`src/rtl/shift_cmd_pkg.sv`:
```
// Shared command layout for the shift command FIFO and the 4-bit barrel shifter.
package shift_cmd_pkg;

  localparam int DATA_LSB = 0;
  localparam int DATA_W   = 4;
  localparam int AMT_LSB  = 4;
  localparam int AMT_W    = 2;
  localparam int DIR_BIT  = 6;
  localparam int MODE_BIT = 7;
  localparam int CMD_W    = 8;

  typedef enum logic {
    DIR_LEFT  = 1'b0,
    DIR_RIGHT = 1'b1
  } shift_dir_e;

  typedef enum logic {
    MODE_LOGICAL = 1'b0,
    MODE_ROTATE  = 1'b1
  } shift_mode_e;

  // Field order mirrors the bit layout of the 8-bit command word.
  typedef struct packed {
    shift_mode_e             mode;
    shift_dir_e              dir;
    logic [AMT_W-1:0]        amt;
    logic [DATA_W-1:0]       data;
  } shift_cmd_t;

endpackage

```
`src/rtl/shift_cmd_decode.sv`:
```
// Combinational slicer from a raw 8-bit shift command to its fields; no arithmetic.
module shift_cmd_decode
  import shift_cmd_pkg::*;
(
  input  logic [CMD_W-1:0] word_i,
  output shift_cmd_t       cmd_o
);

  assign cmd_o.data = word_i[DATA_LSB +: DATA_W];
  assign cmd_o.amt  = word_i[AMT_LSB +: AMT_W];
  assign cmd_o.dir  = shift_dir_e'(word_i[DIR_BIT]);
  assign cmd_o.mode = shift_mode_e'(word_i[MODE_BIT]);

endmodule

```
`src/rtl/shift_cmd_fifo.sv`:
```
// First-word-fall-through command FIFO feeding the barrel shifter.
// Optional occupancy high-water mark enabled by defining SHIFT_CMD_HWM_EN.
module shift_cmd_fifo
  import shift_cmd_pkg::*;
#(
  parameter  int DEPTH = 4,
  localparam int PTR_W = $clog2(DEPTH)
) (
  input  logic             clk,
  input  logic             rst,
  input  logic             in_valid,
  input  logic [7:0]       in_cmd,
  output logic             in_ready,
  input  logic             flush,
  output logic             out_valid,
  input  logic             out_ready,
  output logic [3:0]       cmd_data,
  output logic [1:0]       cmd_amt,
  output logic             cmd_dir,
  output logic             cmd_mode,
  output logic [PTR_W:0]   count,
  output logic [PTR_W:0]   hwm
);

  localparam logic [PTR_W:0]   CNT_FULL = (PTR_W+1)'(DEPTH);
  localparam logic [PTR_W:0]   CNT_ONE  = (PTR_W+1)'(1);
  localparam logic [PTR_W-1:0] PTR_ONE  = PTR_W'(1);

  logic [CMD_W-1:0] mem_q [DEPTH];
  logic [PTR_W-1:0] wp_q, wp_d;
  logic [PTR_W-1:0] rp_q, rp_d;
  logic [PTR_W:0]   count_q, count_d;
  logic             push, pop;
  shift_cmd_t       head;

  assign in_ready  = (count_q != CNT_FULL);
  assign out_valid = (count_q != '0);

  // Flush wins over any handshake in the same cycle.
  assign push = in_valid && in_ready && !flush;
  assign pop  = out_valid && out_ready && !flush;

  always_comb begin
    wp_d    = wp_q;
    rp_d    = rp_q;
    count_d = count_q;
    if (flush) begin
      wp_d    = '0;
      rp_d    = '0;
      count_d = '0;
    end else begin
      if (push) wp_d = wp_q + PTR_ONE;
      if (pop)  rp_d = rp_q + PTR_ONE;
      if (push && !pop)      count_d = count_q + CNT_ONE;
      else if (pop && !push) count_d = count_q - CNT_ONE;
    end
  end

  always_ff @(posedge clk or posedge rst) begin
    if (rst) begin
      wp_q    <= '0;
      rp_q    <= '0;
      count_q <= '0;
      for (int i = 0; i < DEPTH; i++) mem_q[i] <= '0;
    end else begin
      wp_q    <= wp_d;
      rp_q    <= rp_d;
      count_q <= count_d;
      if (push) mem_q[wp_q] <= in_cmd;
    end
  end

  // Head is decoded from registered state only, so cmd_* move on clock edges.
  shift_cmd_decode u_decode (
    .word_i (mem_q[rp_q]),
    .cmd_o  (head)
  );

  assign cmd_data = head.data;
  assign cmd_amt  = head.amt;
  assign cmd_dir  = head.dir;
  assign cmd_mode = head.mode;
  assign count    = count_q;

`ifdef SHIFT_CMD_HWM_EN
  logic [PTR_W:0] hwm_q, hwm_d;

  always_comb begin
    hwm_d = hwm_q;
    if (count_d > hwm_q) hwm_d = (count_d > CNT_FULL) ? CNT_FULL : count_d;
  end

  // Survives flush on purpose; only rst clears the mark.
  always_ff @(posedge clk or posedge rst) begin
    if (rst) hwm_q <= '0;
    else     hwm_q <= hwm_d;
  end

  assign hwm = hwm_q;
`else
  assign hwm = '0;
`endif

endmodule
```
`config.mk`:
```
export PLATFORM = sky130hd
export DESIGN_NAME = shift_cmd_fifo
export DESIGN_NICKNAME = d
export VERILOG_FILES = /design/src/rtl/shift_cmd_pkg.sv /design/src/rtl/shift_cmd_decode.sv /design/src/rtl/shift_cmd_fifo.sv
export SDC_FILE = /design/constraint.sdc
export NUM_CORES = 1
export LEC_CHECK = 0
export CORE_ASPECT_RATIO = 0.6
export CORE_MARGIN = 2
export CORE_UTILIZATION = 48
export DETAILED_ROUTE_END_ITERATION = 16
export DONT_BUFFER_PORTS = 1
export SLEW_MARGIN = 15
export SYNTH_ARGS = -nofsm -noshare
export SYNTH_HDL_FRONTEND = slang
export SYNTH_SLANG_ARGS = --single-unit
export TNS_END_PERCENT = 5
```
`constraint.sdc`:
```
create_clock -name clk -period 2.4 [get_ports clk]
set_input_delay 0.24 -clock clk [delete_from_list [all_inputs] [get_ports clk]]
set_output_delay 0.24 -clock clk [all_outputs]
set_load 0.03 [all_outputs]
```
# After elaboration in Yosys (flattened, before gate mapping)
# Cells that the tools add are included.
# op_classes
add_sub_neg	4
n_mul	0
div	0
order_cmp	3
eq_ne	1
shift	0
muxes	13
bitwise_logic	2
n_reduce_logical	14
# ops
operator	count
32-bit bitwise mux	1
8-bit 2-to-1 mux	3
8-bit binary-select mux with 2-bit select	1
8-bit demux with 2-bit select	1
3-bit 2-to-1 mux	3
2-bit 2-to-1 mux	4
1-bit logical AND	7
3-bit >= comparator (second input constant)	2
2-bit NOT with 3-bit output	2
3-bit nonzero test	2
2-bit by 1-bit adder with 2-bit output (second input constant)	2
2-bit nonzero test	2
3-bit by 1-bit adder with 3-bit output (second input constant)	1
1-bit logical NOT	3
3-bit by 1-bit less-than comparator with 1-bit output (second input constant)	1
3-bit != test (second input constant)	1
3-bit by 1-bit subtractor with 3-bit output (second input constant)	1
# totals
regBits	39
latchBits	0
mem_bits_rw	0
mem_bits_ro	0
inputBits	13
output_inout_bits	16
word_cells	44
n_memories	0

# Longest topological paths before layout
# Gate-level depths: netlist (run 1).
# depth
depth_word	8
depth_mapped	7
depth_no_buf	6

# By module
# Synthesis (run 1) repeated with hierarchy kept, for this count alone.
# unflattened
cells_unflattened	150
area_unflattened_um2	2083.2
# modules_own_cells
module	n_inst	cells_each	area_each_um2	seq_area_each_um2
shift_cmd_fifo	1	142	2023.2	975.9
shift_cmd_decode	1	8	60.1	0.0

# Worst setup path after synthesis (run 1)
# OpenSTA, ideal clock, no wires.
# synth_timing
kind	reg-to-reg
start	reg count_q[2], in the netlist count[2]
end	reg count_q[2], in the netlist count[2]
setup_time_ps	66
arrival_ps	2051
required_ps	2334
slack_ps	283
path_stages_with_launch	8
path_buffers	1
synth_period_minus_slack_ps	2117
cell_sequence	dfrtp_1 -> buf_6 -> nor3b_4 -> nor4_1 -> fa_1 -> a21bo_2 -> a311oi_1 -> o311a_1
# synth_via
elab_chain_cells	7
word_cells_on_any_way	16
classes_between	add/sub: 2; eq/ne: 1; mux: 3; reduce/logical: 10
# synth_rtl
item	line	source
start, declared	shift_cmd_fifo.sv:32	logic [PTR_W:0] count_q, count_d;
start signal, assigned	shift_cmd_fifo.sv:68	count_q <= count_d;
branches (longest 7 deep; another with 3-bit by 1-bit subtractor with 3-bit output)	n/a	
# Parallel ways; which one is timed is not known. The select of a mux whose other input is x is not followed.
# A chain may end at the register's enable or synchronous reset.

# Worst setup path in the final report (run 1)
# layout_timing
start	reg count_q[1], in the netlist count[1]
end	reg count_q[2], in the netlist count[2]
# The elaborated chain is that of the path after synthesis.

==> impl_metrics.toml, run 1 <==
[global_routing]
grt_usage_pct = 17.2
grt_start_max_net_pins = 40
grt_pass1_vias = 1137
grt-ovfl-total = 0
antenna_found_initial = 0
grt_first_pass_wirelength_mm = 5.81

[yosys]
syn_area_um2 = 2010
yosysWarnings = 0
synth_seq_cells = 39
syn_avg_cell_area_um2 = 14.2
synthCells = 142
yosysSeqAreaShare_pct = 48.4
synth_cell_type_count = 35

[cells_and_area]
seqCellArea_um2 = 976
multiInputGateArea_um2 = 942
drive_gt1_share_pct = 40.1
layout_commonest_cell = "dfrtp_1"
antenna_cells = 0
area_delta_synth_final_pct = 6.77
final_cell_mix = "dfrtp_1 (39), mux2_2 (26), nor2_1 (9)"
nFillCells = 342
nets = 164

[floorplanning]
rows = 18
core_um2 = 4080
io_pins = 29
die_w_um = 87.6
fp.dieH_um = 54.2
start_util_pct = 49.4
fp.dieArea_um2 = 4750

[route]
wl_per_cell_um = 17.5
dr.first_iter.drc_count = 64
vias = 1150
ant_nets = 0
drt-pass1-iter-count = 4
wl_mm = 3.62
drc = 0
viasPerCell = 5.56

[sta]
drv_slew = 0
layout_min_cycle_time_ps = 2020
max_freq_mhz = 494
finClkSkew_ps = 4.22
finalSetupTns_ps = 0
tightest_slew_ps = 591
hold-worst-slack_ps = 11.5
rsz0062_at_grt = "false"
setup_viol_count_final = 0
hold_violations = 0
slew_headroom_pct = 60.6
final.period_utilization_pct = 84.3

[clocking]
cts_resized = 0
cts_buffers = 5
h-tree-depth = 2
cts_num_sinks = 39
cts_root_buffer = "clkbuf_8"
cts.clk_slew.worst_paths_ps = 70
clk_latency_ps = 280
clock_path_buffers = 2
cts_tree = "built"

[power_and_ir_drop]
total_power_mw = 2.59
leakagePower_nw = 0.941
p_per_area_nw_per_um2 = 1200
vdd_drop_max_mv = 0.587

[setup_path]
critPathLaunch = "count[1]"
rr_startpoint = "count[1]"
r2r_cells = 7
r2r_end = "count[2]"
max_stage_delay_ps = 450
slowest_stage = "fa_1"
path_class = "flop to flop"
crit_required_ps = 2620
cp_data_arrival_time_ps = 2240
crit_path_start_kind = "flop"
cp-end-kind = "flop"
worstPathCellList = "buf_4, o21a_1, nor4_1, fa_1, a21bo_2, a311oi_1, o311a_1"
rrSetupSlack_ps = 380
crit_path_max_fanout = 6

[outcome]
run_status = "finished, final reports clean"

[placement]
dp_hpwl_mm = 2.58
portBuffers = 0
gp_congestion = 0.857

[hold_path]
hold_path_class = "primary input to flop"
whs_endpoint = "wp_q[1]"
min_from = "flush"
whs_path_depth = 1

[job]
cap_violations = 0
## sequential cells by signal (all words and copies together), names as in the netlist
signal / flops
count: 3
mem_q: 32
rp_q: 2
wp_q: 2
## cells in the mapped netlist, drive strengths merged
library cell	count	area share (%)
o311a	1	0.50
a311oi	1	0.43
a221oi	1	0.43
conb	1	0.19
o21ai	2	0.50
buf	7	3.0
mux2i	2	0.99
nor3b	1	0.93
nand3b	2	0.75
and2b	1	0.37
o21a	1	0.37
and3	1	0.56
inv	7	1.3
nor4bb	1	0.50
a21oi	2	0.50
a21bo	1	0.50
xor2	2	0.87
o311ai	1	0.43
nor4	1	0.31
ha	4	2.5
nor2	9	1.7
clkbuf	4	0.81
o31ai	1	0.37
or3	1	0.31
fa	1	0.99
nand3	5	2.0
mux2	34	20
mux4	8	8.9
dfrtp	39	48
## what timing repair did
| action | 4_1_cts | 5_1_grt |
|---|---|---|
| buffers inserted | 0 | 0 |
| hold endpoints to repair | 39 | 1 |
| hold buffers | 1 | 1 |
| endpoints found under the setup margin | 0 | 0 |
## stage by stage
step | cells | utilization, % | instance area, um^2 | setup slack, ps
2_1_floorplan | 144 | - | 2020 | 283
3_3_place_gp | 197 | 50.3 | 2050 | 416
3_5_place_dp | 197 | 50.3 | 2050 | 383
4_1_cts | 206 | 52.5 | 2140 | 369
5_1_grt | 207 | 52.8 | 2150 | 189
6_report | 207 | 52.8 | 2150 | 376
## kinds of logic (layout without fill, tap and decap cells)
family / Yosys count / in the layout / synth area share (%)
flip-flops: 39 / 39 / 48.4
multiplexers: 44 / 44 / 30.4
other: 1 / 3 / 0.186
AND/OR/NAND/NOR: 22 / 22 / 7.39
buffers and inverters: 18 / 21 / 5.15
AO/OA/AOI/OAI: 11 / 11 / 4.04
XOR/XNOR: 2 / 2 / 0.870
adder cells (fa/ha/maj): 5 / 5 / 3.48
## critical path, delay by kind of cell (launching register included)
family,cells,cell delay [ps]
buffers and inverters,1,230
flip-flops,1,420
AO/OA/AOI/OAI,4,820
AND/OR/NAND/NOR,1,60
adder cells (fa/ha/maj),1,450
## routing by layer
layer	routed length, um	up-vias	track usage [%]
met2	1580	29	23.9
met4	32	0	5.64
li1	-	514	-
met1	1750	603	24.5
met3	254	4	6.75
met5	0	-	0
## cell type report
class | count | area share (%)
inverters | 7 | 1.22
clock inverters | 1 | 0.233
repair buffers | 6 | 2.33
well taps | 60 | 3.49
flip-flops and latches | 39 | 45.4
clock buffers | 7 | 3.55
multi-input cells | 87 | 43.8
## worst max path at each step
stage / slack, ps / endpoint / cells past startpoint
2_1_floorplan: 280 / count[2] / 7
3_3_place_gp: 420 / count[2] / 7
3_5_place_dp: 380 / count[2] / 7
4_1_cts: 370 / count[2] / 7
5_1_grt: 190 / count[2] / 7
6_report: 380 / count[2] / 7
## where the power goes
part           switching, mW  leakage, nW  total (mW)  internal (mW)
Clock                  0.209       0.0422       0.413          0.204
Combinational          0.574        0.403        1.08          0.501
Sequential             0.187        0.496        1.10          0.911
Power figures use the tool's default switching activity.
==> run 2: changes to the inputs <==
Clock period 2.4 ns to 2 ns, I/O delays scaled along.
==> run 2 against run 1 <==
Effect of this change: power increased by 24%; critical path depth decreased by 1; highest routed layer unchanged; maximum frequency increased by 4.6%; sequential share of layout area decreased by 0.61 points; core utilization increased by 0.86 points.
==> impl_metrics.toml, run 2 (same netlist as run 1, synthesis figures left out) <==
[cells_and_area]
antenna_cells = 0
post-route-cell-area_um2 = 2190
regMostFlops = "mem_q"
largest_reg_flops = 32
fin_util_pct = 53.6
seqCellArea_um2 = 978
final_cell_mix = "dfrtp_1 (37), mux2_2 (26), nor2_1 (9)"
layout_commonest_cell = "dfrtp_1"
area_delta_synth_final_pct = 8.51
drive_gt1_share_pct = 43.7
nets = 168
multiInputGateArea_um2 = 945
nFillCells = 346

[setup_path]
cp_num_buf_inv = 0
crit_family = "compound AO/OA/AOI/OAI gates"
critPathLaunch = "count[0]"
rr_startpoint = "count[0]"
max_stage_delay_ps = 460
worstPathCellList = "nor3b_4, nor4_1, fa_2, a21bo_2, a311oi_1, o311a_1"
path_class = "flop to flop"
crit_path_start_kind = "flop"
crit_path_max_fanout = 7
crit_required_ps = 2230
cp-end-kind = "flop"
cp_data_arrival_time_ps = 2160
slowest_stage = "dfrtp_2"

[placement]
dp_hpwl_mm = 2.80
gp_congestion = 0.816
portBuffers = 0
place_area_um2 = 2080
place_ws_ps = 71.7

[clocking]
cts_num_sinks = 39
cts.clk_slew.worst_paths_ps = 80
cts_root_buffer = "clkbuf_8"
cts_tree = "built"
clock_path_buffers = 2
cts_buffers = 5
h-tree-depth = 2
clk_latency_ps = 290
cts_resized = 0

[route]
drt-pass1-iter-count = 4
drc = 0
dr.first_iter.drc_count = 53
wl_mm = 3.98
vias = 1175
wl_per_cell_um = 18.9
ant_nets = 0
viasPerCell = 5.57

[floorplanning]
io_pins = 29
core_um2 = 4080
die_w_um = 87.6
fp.dieArea_um2 = 4750
start_util_pct = 49.4
rows = 18
fp.dieH_um = 54.2

[sta]
hold_violations = 0
finClkSkew_ps = 5.38
finalSetupTns_ps = 0
max_freq_mhz = 517
worst_slack_ps = 64.5
rsz0062_at_grt = "false"
final.period_utilization_pct = 96.8
layout_min_cycle_time_ps = 1940
drv_slew = 0
setup_viol_count_final = 0

[global_routing]
grt-ovfl-total = 0
grt_first_pass_wirelength_mm = 6.37
antenna_found_initial = 0
grt_usage_pct = 19.0
grt_start_max_net_pins = 40
grt_pass1_vias = 1221

[power_and_ir_drop]
vdd_drop_max_mv = 0.638
total_power_mw = 3.20
leakagePower_nw = 0.959
p_per_area_nw_per_um2 = 1470

[hold_path]
min_from = "in_cmd[3]"
hold_path_class = "primary input to flop"

[outcome]
run_status = "finished, final reports clean"

[job]
cap_violations = 0
[run 2: cell count changes in the layout (fill, tap and decap cells not counted)]
cell | previous run | this run
buf_4 | 4 | 8
dfrtp_1 | 39 | 37
fa_2 | 0 | 1
dfrtp_2 | 0 | 2
fa_1 | 1 | 0
[run 2: power breakdown]
part / leakage, nW / switching (mW) / internal, mW
Combinational: 0.423 / 0.735 / 0.636
Sequential: 0.493 / 0.218 / 1.10
Clock: 0.0422 / 0.274 / 0.245
[run 2: worst register-to-register path: stages, from the launching register on]
cell,delay [ps]
dfrtp_2,460
nor3b_4,240
nor4_1,90
fa_2,390
a21bo_2,230
a311oi_1,270
o311a_1,200
[run 2: area by class of cell]
type,count,share of cell area (%)
sequential,39,44.8
multi-input combinational,87,43.2
timing repair buffer,10,3.66
clock buffer,7,3.49
tap,60,3.43
inverter,7,1.20
clock inverter,1,0.229
[run 2: path summary, 6_finish.rpt]
path,endpoint,slack (ps),cells past startpoint
setup / recovery,count[2],60,6
hold / removal,mem_q[27],50,1
setup reg to reg,count[2],60,6
hold reg to reg,mem_q[5],500,1
max in group asynchronous,count[2],1160,3
min in group asynchronous,mem_q[10],480,3
[run 2: repair_timing]
action	4_1_cts	5_1_grt
hold endpoints to repair	43	0
buffers inserted	0	1
setup endpoints to repair	0	1
hold buffers	2	0
[run 2: stage by stage]
step	hold WS, ps	std cells
2_1_floorplan	348	144
3_5_place_dp	245	200
5_1_grt	33.4	211
3_3_place_gp	237	200
4_1_cts	43.3	210
6_report	51.6	211
[run 2: layer usage]
layer  share of wire [%]  wire length, um  up-vias  GRT usage, %
met5                   0                0        -             0
met3                 6.4              256        5          8.74
met1                  47             1870      621          24.3
met4                0.55               22        0          5.64
met2                  46             1830       30          29.4
li1                    -                -      519             -
